**src/rtl/flappy_pkg.sv**
```systemverilog
// Shared definitions for the flappy game blocks: FSM state encoding,
// BCD score width and screen coordinate width.
package flappy_pkg;

    localparam int SCORE_W = 8;   // two packed BCD digits
    localparam int COORD_W = 12;  // unsigned screen coordinates

    typedef enum logic [1:0] {
        IDLE = 2'd0,
        PLAY = 2'd1,
        DEAD = 2'd2
    } state_t;

endpackage

```
**src/rtl/bcd_counter2.sv**
```systemverilog
// Two-digit packed BCD counter that saturates at 99.
// Ports:
//   clk - clock, rst - synchronous active-high reset (to 00)
//   clr - synchronous clear to 00, en - increment by one
//   q   - counter value, {tens, ones}
module bcd_counter2
    import flappy_pkg::*;
(
    input  logic               clk,
    input  logic               rst,
    input  logic               clr,
    input  logic               en,
    output logic [SCORE_W-1:0] q
);

    always_ff @(posedge clk) begin
        if (rst || clr) begin
            q <= '0;
        end else if (en) begin
            if (q == 8'h99)
                q <= q;
            else if (q[3:0] == 4'd9)
                q <= {q[7:4] + 4'd1, 4'd0};
            else
                q <= {q[7:4], q[3:0] + 4'd1};
        end
    end

endmodule

```
**src/rtl/pipe_collide.sv**
```systemverilog
// Game state machine for a flappy-bird style game: collision of the bird
// against the current pipe, ground and ceiling, scoring on passing a pipe,
// best-score tracking and a restart hold-off after death.
// All evaluation happens on physics strobes; outputs are registered.
// Ports:
//   i_clk, i_rst (sync, active high), i_physics_stb, i_flap
//   p1_x1/p1_x2/p1_y1/p1_y2 - pipe left/right edge, hole top/bottom
//   b_x1/b_x2/b_y1/b_y2     - bird box left/right/top/bottom
//   o_state (0 IDLE, 1 PLAY, 2 DEAD), o_score / o_best (BCD),
//   o_hit (pulse on PLAY->DEAD), o_point (pulse on each score increment)
module pipe_collide
    import flappy_pkg::*;
#(
    parameter int D_HEIGHT  = 480,
    parameter int DEAD_HOLD = 60
) (
    input  logic               i_clk,
    input  logic               i_rst,
    input  logic               i_physics_stb,
    input  logic               i_flap,
    input  logic [COORD_W-1:0] p1_x1,
    input  logic [COORD_W-1:0] p1_x2,
    input  logic [COORD_W-1:0] p1_y1,
    input  logic [COORD_W-1:0] p1_y2,
    input  logic [COORD_W-1:0] b_x1,
    input  logic [COORD_W-1:0] b_x2,
    input  logic [COORD_W-1:0] b_y1,
    input  logic [COORD_W-1:0] b_y2,
    output logic [1:0]         o_state,
    output logic [SCORE_W-1:0] o_score,
    output logic [SCORE_W-1:0] o_best,
    output logic               o_hit,
    output logic               o_point
);

    localparam int HW = (DEAD_HOLD > 0) ? $clog2(DEAD_HOLD + 1) : 1;
    localparam logic [HW-1:0]      HOLD_INIT = HW'(DEAD_HOLD);
    localparam logic [COORD_W-1:0] GROUND    = COORD_W'(D_HEIGHT);

    state_t       state, state_nxt;
    logic         passed, passed_nxt;
    logic [HW-1:0] hold, hold_nxt;
    logic [SCORE_W-1:0] best_nxt;
    logic         hit_nxt, point_nxt;
    logic         score_clr, score_en;
    logic         x_overlap, pipe_hit, edge_hit;

    // Exact contact with the hole boundary is not a hit.
    assign x_overlap = (b_x2 > p1_x1) && (b_x1 < p1_x2);
    assign pipe_hit  = x_overlap && ((b_y1 < p1_y1) || (b_y2 > p1_y2));
    assign edge_hit  = (b_y2 >= GROUND) || (b_y1 == '0);

    assign o_state = state;

    always_comb begin
        state_nxt  = state;
        passed_nxt = passed;
        hold_nxt   = hold;
        best_nxt   = o_best;
        hit_nxt    = 1'b0;
        point_nxt  = 1'b0;
        score_clr  = 1'b0;
        score_en   = 1'b0;
        if (i_physics_stb) begin
            case (state)
                IDLE: begin
                    if (i_flap) begin
                        state_nxt  = PLAY;
                        score_clr  = 1'b1;
                        passed_nxt = 1'b0;
                    end
                end
                PLAY: begin
                    // Pipe has respawned to the right: re-arm scoring.
                    if (p1_x1 > b_x2)
                        passed_nxt = 1'b0;
                    if (pipe_hit || edge_hit) begin
                        state_nxt = DEAD;
                        hit_nxt   = 1'b1;
                        hold_nxt  = HOLD_INIT;
                        // Packed BCD orders the same as binary.
                        if (o_score > o_best)
                            best_nxt = o_score;
                    end else if (!passed && (p1_x2 < b_x1)) begin
                        score_en   = 1'b1;
                        point_nxt  = 1'b1;
                        passed_nxt = 1'b1;
                    end
                end
                DEAD: begin
                    if (hold != '0)
                        hold_nxt = hold - 1'b1;
                    else if (i_flap)
                        state_nxt = IDLE;
                end
                default: state_nxt = IDLE;
            endcase
        end
    end

    always_ff @(posedge i_clk) begin
        if (i_rst) begin
            state   <= IDLE;
            passed  <= 1'b0;
            hold    <= '0;
            o_best  <= '0;
            o_hit   <= 1'b0;
            o_point <= 1'b0;
        end else begin
            state   <= state_nxt;
            passed  <= passed_nxt;
            hold    <= hold_nxt;
            o_best  <= best_nxt;
            o_hit   <= hit_nxt;
            o_point <= point_nxt;
        end
    end

    bcd_counter2 u_score (
        .clk (i_clk),
        .rst (i_rst),
        .clr (score_clr),
        .en  (score_en),
        .q   (o_score)
    );

endmodule
```
**config.mk**
```make
export PLATFORM = sky130hd
export DESIGN_NAME = pipe_collide
export DESIGN_NICKNAME = d
export VERILOG_FILES = /design/src/rtl/flappy_pkg.sv /design/src/rtl/bcd_counter2.sv /design/src/rtl/pipe_collide.sv
export SDC_FILE = /design/constraint.sdc
export NUM_CORES = 1
export LEC_CHECK = 0
export BUFFER_PORTS_ARGS = -buffer_cell sky130_fd_sc_hd__buf_2
export CAP_MARGIN = 20
export CORE_MARGIN = 2
export CORE_UTILIZATION = 49
export DETAILED_ROUTE_END_ITERATION = 10
export GPL_TIMING_DRIVEN = 0
export HOLD_SLACK_MARGIN = 0.06
export PLACE_DENSITY = 0.81
export SYNTH_ARGS = -nofsm -noshare
export SYNTH_HDL_FRONTEND = slang
export SYNTH_HIERARCHICAL = 1
export SYNTH_SLANG_ARGS = --single-unit
```
**constraint.sdc**
```tcl
create_clock -name i_clk -period 4.35 [get_ports i_clk]
set_input_delay 1.0875 -clock i_clk [delete_from_list [all_inputs] [get_ports i_clk]]
set_output_delay 1.0875 -clock i_clk [all_outputs]
set_load 0.03 [all_outputs]
```
Yosys cells after proc, flatten, opt, wreduce, memory -nomap -nowiden
Index checks and enable logic that the tools add are counted.
Storage, ports and cells
  output and inout bits: 20
  input bits: 100
  logic and storage cells: 73
  flip-flop bits (word level): 27
Cells by class
  bitwise gates (word level): 3
  eq/ne operators: 9
  magnitude comparators: 8
  mux-type cells: 22
  add/sub/neg operators: 3
  reductions and logical operators: 20
Operators by type and width (count)
  $gt 12x12->1: 3
  $lt 12x12->1: 3
  $ge 12x9->1 const B: 1
  $logic_not 12->1: 1
  $mux 1: 12
  $mux 6: 2
  $pmux 6 s2: 1
  $ne 2x2->1 const B: 5
  $add 4x1->4 const B: 2
  $eq 8x8->1 const B: 1
  $gt 8x8->1: 1
  $mux 2: 4
  $reduce_and 4->1: 2
  $pmux 2 s3: 1
  $reduce_and 3->1: 2
  $reduce_bool 6->1: 1
  $sub 6x1->6 const B: 1
  $reduce_and 5->1: 1
  $eq 4x4->1 const B: 1
  $logic_or 1x1->1: 4
  $mux 4: 1
  $reduce_bool 2->1: 2
  $logic_and 1x1->1: 3
  $not 1->1: 3
  other kinds (7): 7

Logic depth before layout (Yosys ltp)
  depth in word-level cells: 8
  depth in mapped cells: 13
  gate-level depth less buffers: 12

Hierarchy
Netlist, hierarchy kept.
Modules (own cells, without submodules)
  pipe_collide: cells an instance 301, instances 1, area each 2391.0 µm²
  bcd_counter2: cells an instance 48, instances 1, area each 422.9 µm²

Worst setup path after synthesis
Ideal clock, no wire load.
  kind: input to register
  start point: input port b_x1[5]
  end point: register u_score.q[7]
  required time: 4280 ps
  data arrival time: 3285 ps
  setup time: 70 ps
  stages: 12
  slack: 995 ps
  path through: inv_1 -> ha_1 -> a21o_1 -> a221o_1 -> a2111oi_2 -> and3b_1 -> nand2_1 -> inv_1 -> buf_2 -> nand4_1 -> or3_1 -> a21oi_1
On the way
  word-level cells in the longest chain between the ends: 8
  elaborated cells between the ends (all ways): 11
Ends and longest elaborated chain
  from (decl): RTL line pipe_collide.sv:25  | input logic [COORD_W-1:0] b_x1,
  $lt 12x12->1: RTL line pipe_collide.sv:49  | assign x_overlap = (b_x2 > p1_x1) && (b_x1 < p1_x2);
  $logic_and 1x1->1: RTL line pipe_collide.sv:49
  $logic_and 1x1->1: RTL line pipe_collide.sv:50  | assign pipe_hit = x_overlap && ((b_y1 < p1_y1) || (b_y2 > p1_y2));
  $logic_or 1x1->1: RTL line pipe_collide.sv:77  | if (pipe_hit || edge_hit) begin
  $mux 1 (*): RTL line pipe_collide.sv:77
  $mux 1 (*) (2 in a row)
  $reduce_and 3->1 (no source line) (*)
  to (signal assigned): RTL line bcd_counter2.sv:21  | q <= q;
  to (signal assigned): RTL line bcd_counter2.sv:23  | q <= {q[7:4] + 4'd1, 4'd0};
  to (signal assigned): RTL line bcd_counter2.sv:25  | q <= {q[7:4], q[3:0] + 4'd1};
  to (decl): RTL line bcd_counter2.sv:13  | output logic [SCORE_W-1:0] q
Mark *: on every way between the ends. The rest lies on a longest branch, timed or not.
A chain may end at the register's enable or synchronous reset.

Final worst setup path
  start point: input port p1_x2[5]
  end point: register u_score.q[7]
On the way
  word-level cells in the longest chain between the ends: 8
  elaborated cells between the ends (all ways): 11
Ends and longest elaborated chain
  from (decl): RTL line pipe_collide.sv:22  | input logic [COORD_W-1:0] p1_x2,
  $lt 12x12->1: RTL line pipe_collide.sv:49
  $logic_and 1x1->1: RTL line pipe_collide.sv:49
  $logic_and 1x1->1: RTL line pipe_collide.sv:50
  $logic_or 1x1->1: RTL line pipe_collide.sv:77
  $mux 1 (*): RTL line pipe_collide.sv:77
  $mux 1 (*) (2 in a row)
  $reduce_and 3->1 (no source line) (*)
Marked as above.

==> flow_results.xml <==
<?xml version="1.0" encoding="UTF-8"?>
<metrics>
  <group name="critical_path">
    <metric name="crit_path_cell_trace" unit="">buf_2 &gt; ha_1 &gt; a21o_1 &gt; a221o_1 &gt; a2111oi_2 &gt; and3b_1 &gt; nand2_1 &gt; inv_1 &gt; buf_2 &gt; nand4_1 &gt; or3_1 &gt; a21oi_1</metric>
    <metric name="timing.setup.critical_path_class" unit="">in2reg</metric>
    <metric name="critPathMaxFanout" unit="">9</metric>
    <metric name="cpPeakStageDelay" unit="ns">0.49</metric>
    <metric name="crit_slowest_cell" unit="">sky130_fd_sc_hd__a2111oi_2</metric>
    <metric name="startpoint_type" unit="">input pin</metric>
    <metric name="worst-endpoint-arrival" unit="ns">3.68</metric>
    <metric name="cp.required" unit="ns">4.57</metric>
    <metric name="critical-path-top-cell-by-count" unit="">sky130_fd_sc_hd__buf_2</metric>
    <metric name="worst_setup_path_end_kind" unit="">flop</metric>
  </group>
  <group name="global_route">
    <metric name="grt_first_pass_wirelength" unit="mm">11.6</metric>
    <metric name="number_of_global_route_vias_before_repair" unit="">2820</metric>
    <metric name="grt_start_max_net_pins" unit="">15</metric>
    <metric name="globalRouteOverflowTotal" unit="">0</metric>
    <metric name="antenna_found_initial" unit="">0</metric>
    <metric name="groute.usage.overall" unit="">0.225</metric>
  </group>
  <group name="synthesis">
    <metric name="net_count_of_the_mapped_netlist" unit="">508</metric>
    <metric name="yosysTopAreaCellShare" unit="">0.262</metric>
    <metric name="synthTopCellsByCount" unit="">sky130_fd_sc_hd__inv_1 (70), sky130_fd_sc_hd__ha_1 (59), sky130_fd_sc_hd__dfxtp_1 (27), sky130_fd_sc_hd__a21oi_1 (24), sky130_fd_sc_hd__nand2_1 (18)</metric>
    <metric name="syn-mean-instance-area" unit="sq um">8.06</metric>
    <metric name="synth-edff-count" unit="">0</metric>
    <metric name="synthesis.instances" unit="">349</metric>
    <metric name="yosysWarnings" unit="">6</metric>
    <metric name="summed_instance_area_of_the_synthesized_netlist" unit="sq um">2810</metric>
    <metric name="portion_of_the_post_synthesis_area_used_by_sequential_elements" unit="">0.192</metric>
    <metric name="synth.area.top_cells" unit="">sky130_fd_sc_hd__ha_1 (26%), sky130_fd_sc_hd__dfxtp_1 (19%), sky130_fd_sc_hd__inv_1 (9.3%), sky130_fd_sc_hd__a21oi_1 (4.3%), sky130_fd_sc_hd__nand4_1 (2.4%)</metric>
    <metric name="yosysMostFrequentCell" unit="">sky130_fd_sc_hd__inv_1</metric>
    <metric name="synth_top_flop_cell" unit="">sky130_fd_sc_hd__dfxtp_1</metric>
    <metric name="synth-async-reset-ratio" unit="">0</metric>
    <metric name="yosys_register_bits" unit="">27</metric>
    <metric name="ys_types" unit="">56</metric>
    <metric name="post-synth-top-area-cell" unit="">sky130_fd_sc_hd__ha_1</metric>
  </group>
  <group name="drt">
    <metric name="post-route-drc-count" unit="">0</metric>
    <metric name="dr.first_iter.drc_count" unit="">67</metric>
    <metric name="final_wirelength" unit="mm">7.12</metric>
    <metric name="average_wire_per_cell_in_the_routed_design" unit="microns">13.1</metric>
    <metric name="firstDrtPassIters" unit="">4</metric>
    <metric name="viasPerCell" unit="">5.37</metric>
    <metric name="vias" unit="">2917</metric>
    <metric name="route.antenna.remaining_nets" unit="">0</metric>
  </group>
  <group name="power_and_ir_drop">
    <metric name="power_density" unit="nW/um^2">164</metric>
    <metric name="p_total" unit="mW">0.581</metric>
    <metric name="power_leakage" unit="nW">1.90</metric>
    <metric name="peak_ir_drop_on_the_vdd_network" unit="uV">156</metric>
  </group>
  <group name="clock_tree">
    <metric name="clkTransAtPathRegs" unit="ns">0.09</metric>
    <metric name="ctsRootBufferMaster" unit="">sky130_fd_sc_hd__clkbuf_8</metric>
    <metric name="cts_hold_buf" unit="">0</metric>
    <metric name="tritoncts.num_buffers" unit="">3</metric>
    <metric name="worst_skew_pair.late_latency" unit="ns">0.28</metric>
    <metric name="cts_repair_resize_count" unit="">0</metric>
    <metric name="post_cts_buffers" unit="">0</metric>
    <metric name="cts_buffer_depth" unit="">2</metric>
    <metric name="tritoncts" unit="">built</metric>
    <metric name="htreeDepth" unit="">1</metric>
    <metric name="cts.sinks" unit="">27</metric>
  </group>
  <group name="sta">
    <metric name="final.setup.tns" unit="ns">0</metric>
    <metric name="hold_slack" unit="ns">0.491</metric>
    <metric name="layout_min_cycle_time" unit="ns">3.46</metric>
    <metric name="setup_violation_total_in_the_final_timing_report" unit="">0</metric>
    <metric name="period_utilization_post_route" unit="">0.796</metric>
    <metric name="slew_viol_final" unit="">0</metric>
    <metric name="grt_setup_unrepaired" unit="">false</metric>
    <metric name="timing.max_slew.rel_slack" unit="">0.541</metric>
    <metric name="final_hold_viol_count" unit="">0</metric>
    <metric name="tightest_slew" unit="ns">0.689</metric>
    <metric name="max_freq" unit="GHz">0.289</metric>
    <metric name="worst_clock_skew_on_the_final_layout" unit="ns">0.00343</metric>
  </group>
  <group name="flow_run">
    <metric name="max_cap_violations" unit="">0</metric>
  </group>
  <group name="die">
    <metric name="core" unit="sq um">5540</metric>
    <metric name="dieArea" unit="sq um">6360</metric>
    <metric name="number_of_top_level_design_ports" unit="">120</metric>
    <metric name="dieHeight" unit="microns">79.8</metric>
    <metric name="row_count" unit="">27</metric>
    <metric name="die_width" unit="microns">79.8</metric>
    <metric name="start_util" unit="">0.508</metric>
  </group>
  <group name="cells_and_area">
    <metric name="flow.area_growth_from_synthesis" unit="%">25.8</metric>
    <metric name="finalNetCount" unit="">631</metric>
    <metric name="fillerInstances" unit="">492</metric>
    <metric name="final_layout_size_suffix_gt1_frac" unit="">0.293</metric>
    <metric name="antenna_cells" unit="">0</metric>
  </group>
  <group name="placement">
    <metric name="port_buffers" unit="">118</metric>
    <metric name="hpwlAfterDp" unit="mm">5.91</metric>
    <metric name="gp_routability_congestion" unit="">0.861</metric>
  </group>
  <group name="outcome">
    <metric name="run_status" unit="">complete, no violations</metric>
  </group>
  <group name="worst_hold_path">
    <metric name="min_delay_path_class" unit="">reg2reg</metric>
  </group>
</metrics>
## sequential cells by signal, indices dropped and copies added, names as in the netlist
name and flops:
o_hit 1, o_point 1, passed 1, u_score/q 8
o_state 2, hold 6, o_best 8
## where the power goes
group	total [mW]	leakage, nW	internal (mW)	switching [mW]
Sequential	0.253	0.218	0.250	0.00304
Clock	0.146	0.0228	0.0659	0.0797
Combinational	0.183	1.66	0.0887	0.0939
Total	0.581	1.90	0.404	0.177
## cell type report
class	instances	area [sq um]	area share
inverters	70	263	0.0742
repair buffers	118	591	0.167
plain buffers	7	42.5	0.0120
multi-input cells	245	1970	0.556
clock buffers	4	45.0	0.0127
well taps	72	90.1	0.0255
flip-flops and latches	27	541	0.153
## metal layers
metal  track usage  routed length (microns)  up-vias
met5             0                        0        -
met2         0.401                     3440       96
li1              -                        -     1496
met1         0.267                     3050     1310
met4         0.103                      152        0
met3        0.0271                      487       15
## worst paths after layout
kind                     start           end  slack (ns)  cells past startpoint
setup / recovery      p1_x2[5]  u_score/q[7]        0.89                     12
hold / removal          passed        passed        0.49                      2
setup reg to reg  u_score/q[0]     o_best[0]        2.09                     10
hold reg to reg         passed        passed        0.49                      2
## through the flow
stage                      util  instances  instance area, sq um  worst slack [ns]
after floorplan               -        349                  2810             0.995
after global placement    0.631        539                  3490             0.634
after detailed placement  0.631        539                  3490             0.624
after CTS                 0.639        543                  3540             0.910
after global routing      0.639        543                  3540             0.686
final                     0.639        543                  3540             0.889
## critical path: cells and delay by family
family / cells / cell delay (ns)
AOI/OAI and AO/OA: 4 / 1.12
adders and majority gates: 1 / 0.30
and+or+nand+nor: 4 / 0.79
buffers and inverters: 3 / 0.39
## kinds of logic (layout without fill, tap and decap cells)
logic type	Yosys count	count (layout)	synth area share
flip-flops	27	27	0.192
buffers and inverters	77	199	0.108
multiplexers	4	4	0.0147
adder cells (fa/ha/maj)	59	59	0.262
AO/OA/AOI/OAI	88	88	0.241
AND/OR/NAND/NOR	92	92	0.175
XOR/XNOR	2	2	0.00623
## cells in the final DEF, fill, tap and decap left out, types with 9 or more instances in the layout
cell,synthesis,layout
sky130_fd_sc_hd__a21oi_1,24,24
sky130_fd_sc_hd__buf_2,1,119
sky130_fd_sc_hd__dfxtp_1,27,27
sky130_fd_sc_hd__ha_1,59,59
sky130_fd_sc_hd__inv_1,70,70
sky130_fd_sc_hd__nand2_1,18,18
sky130_fd_sc_hd__nand3_1,12,12
sky130_fd_sc_hd__nand4_1,11,11
sky130_fd_sc_hd__nor2_1,13,13
sky130_fd_sc_hd__o21ai_0,9,9
Note: power is estimated with default switching activity, not from simulation.
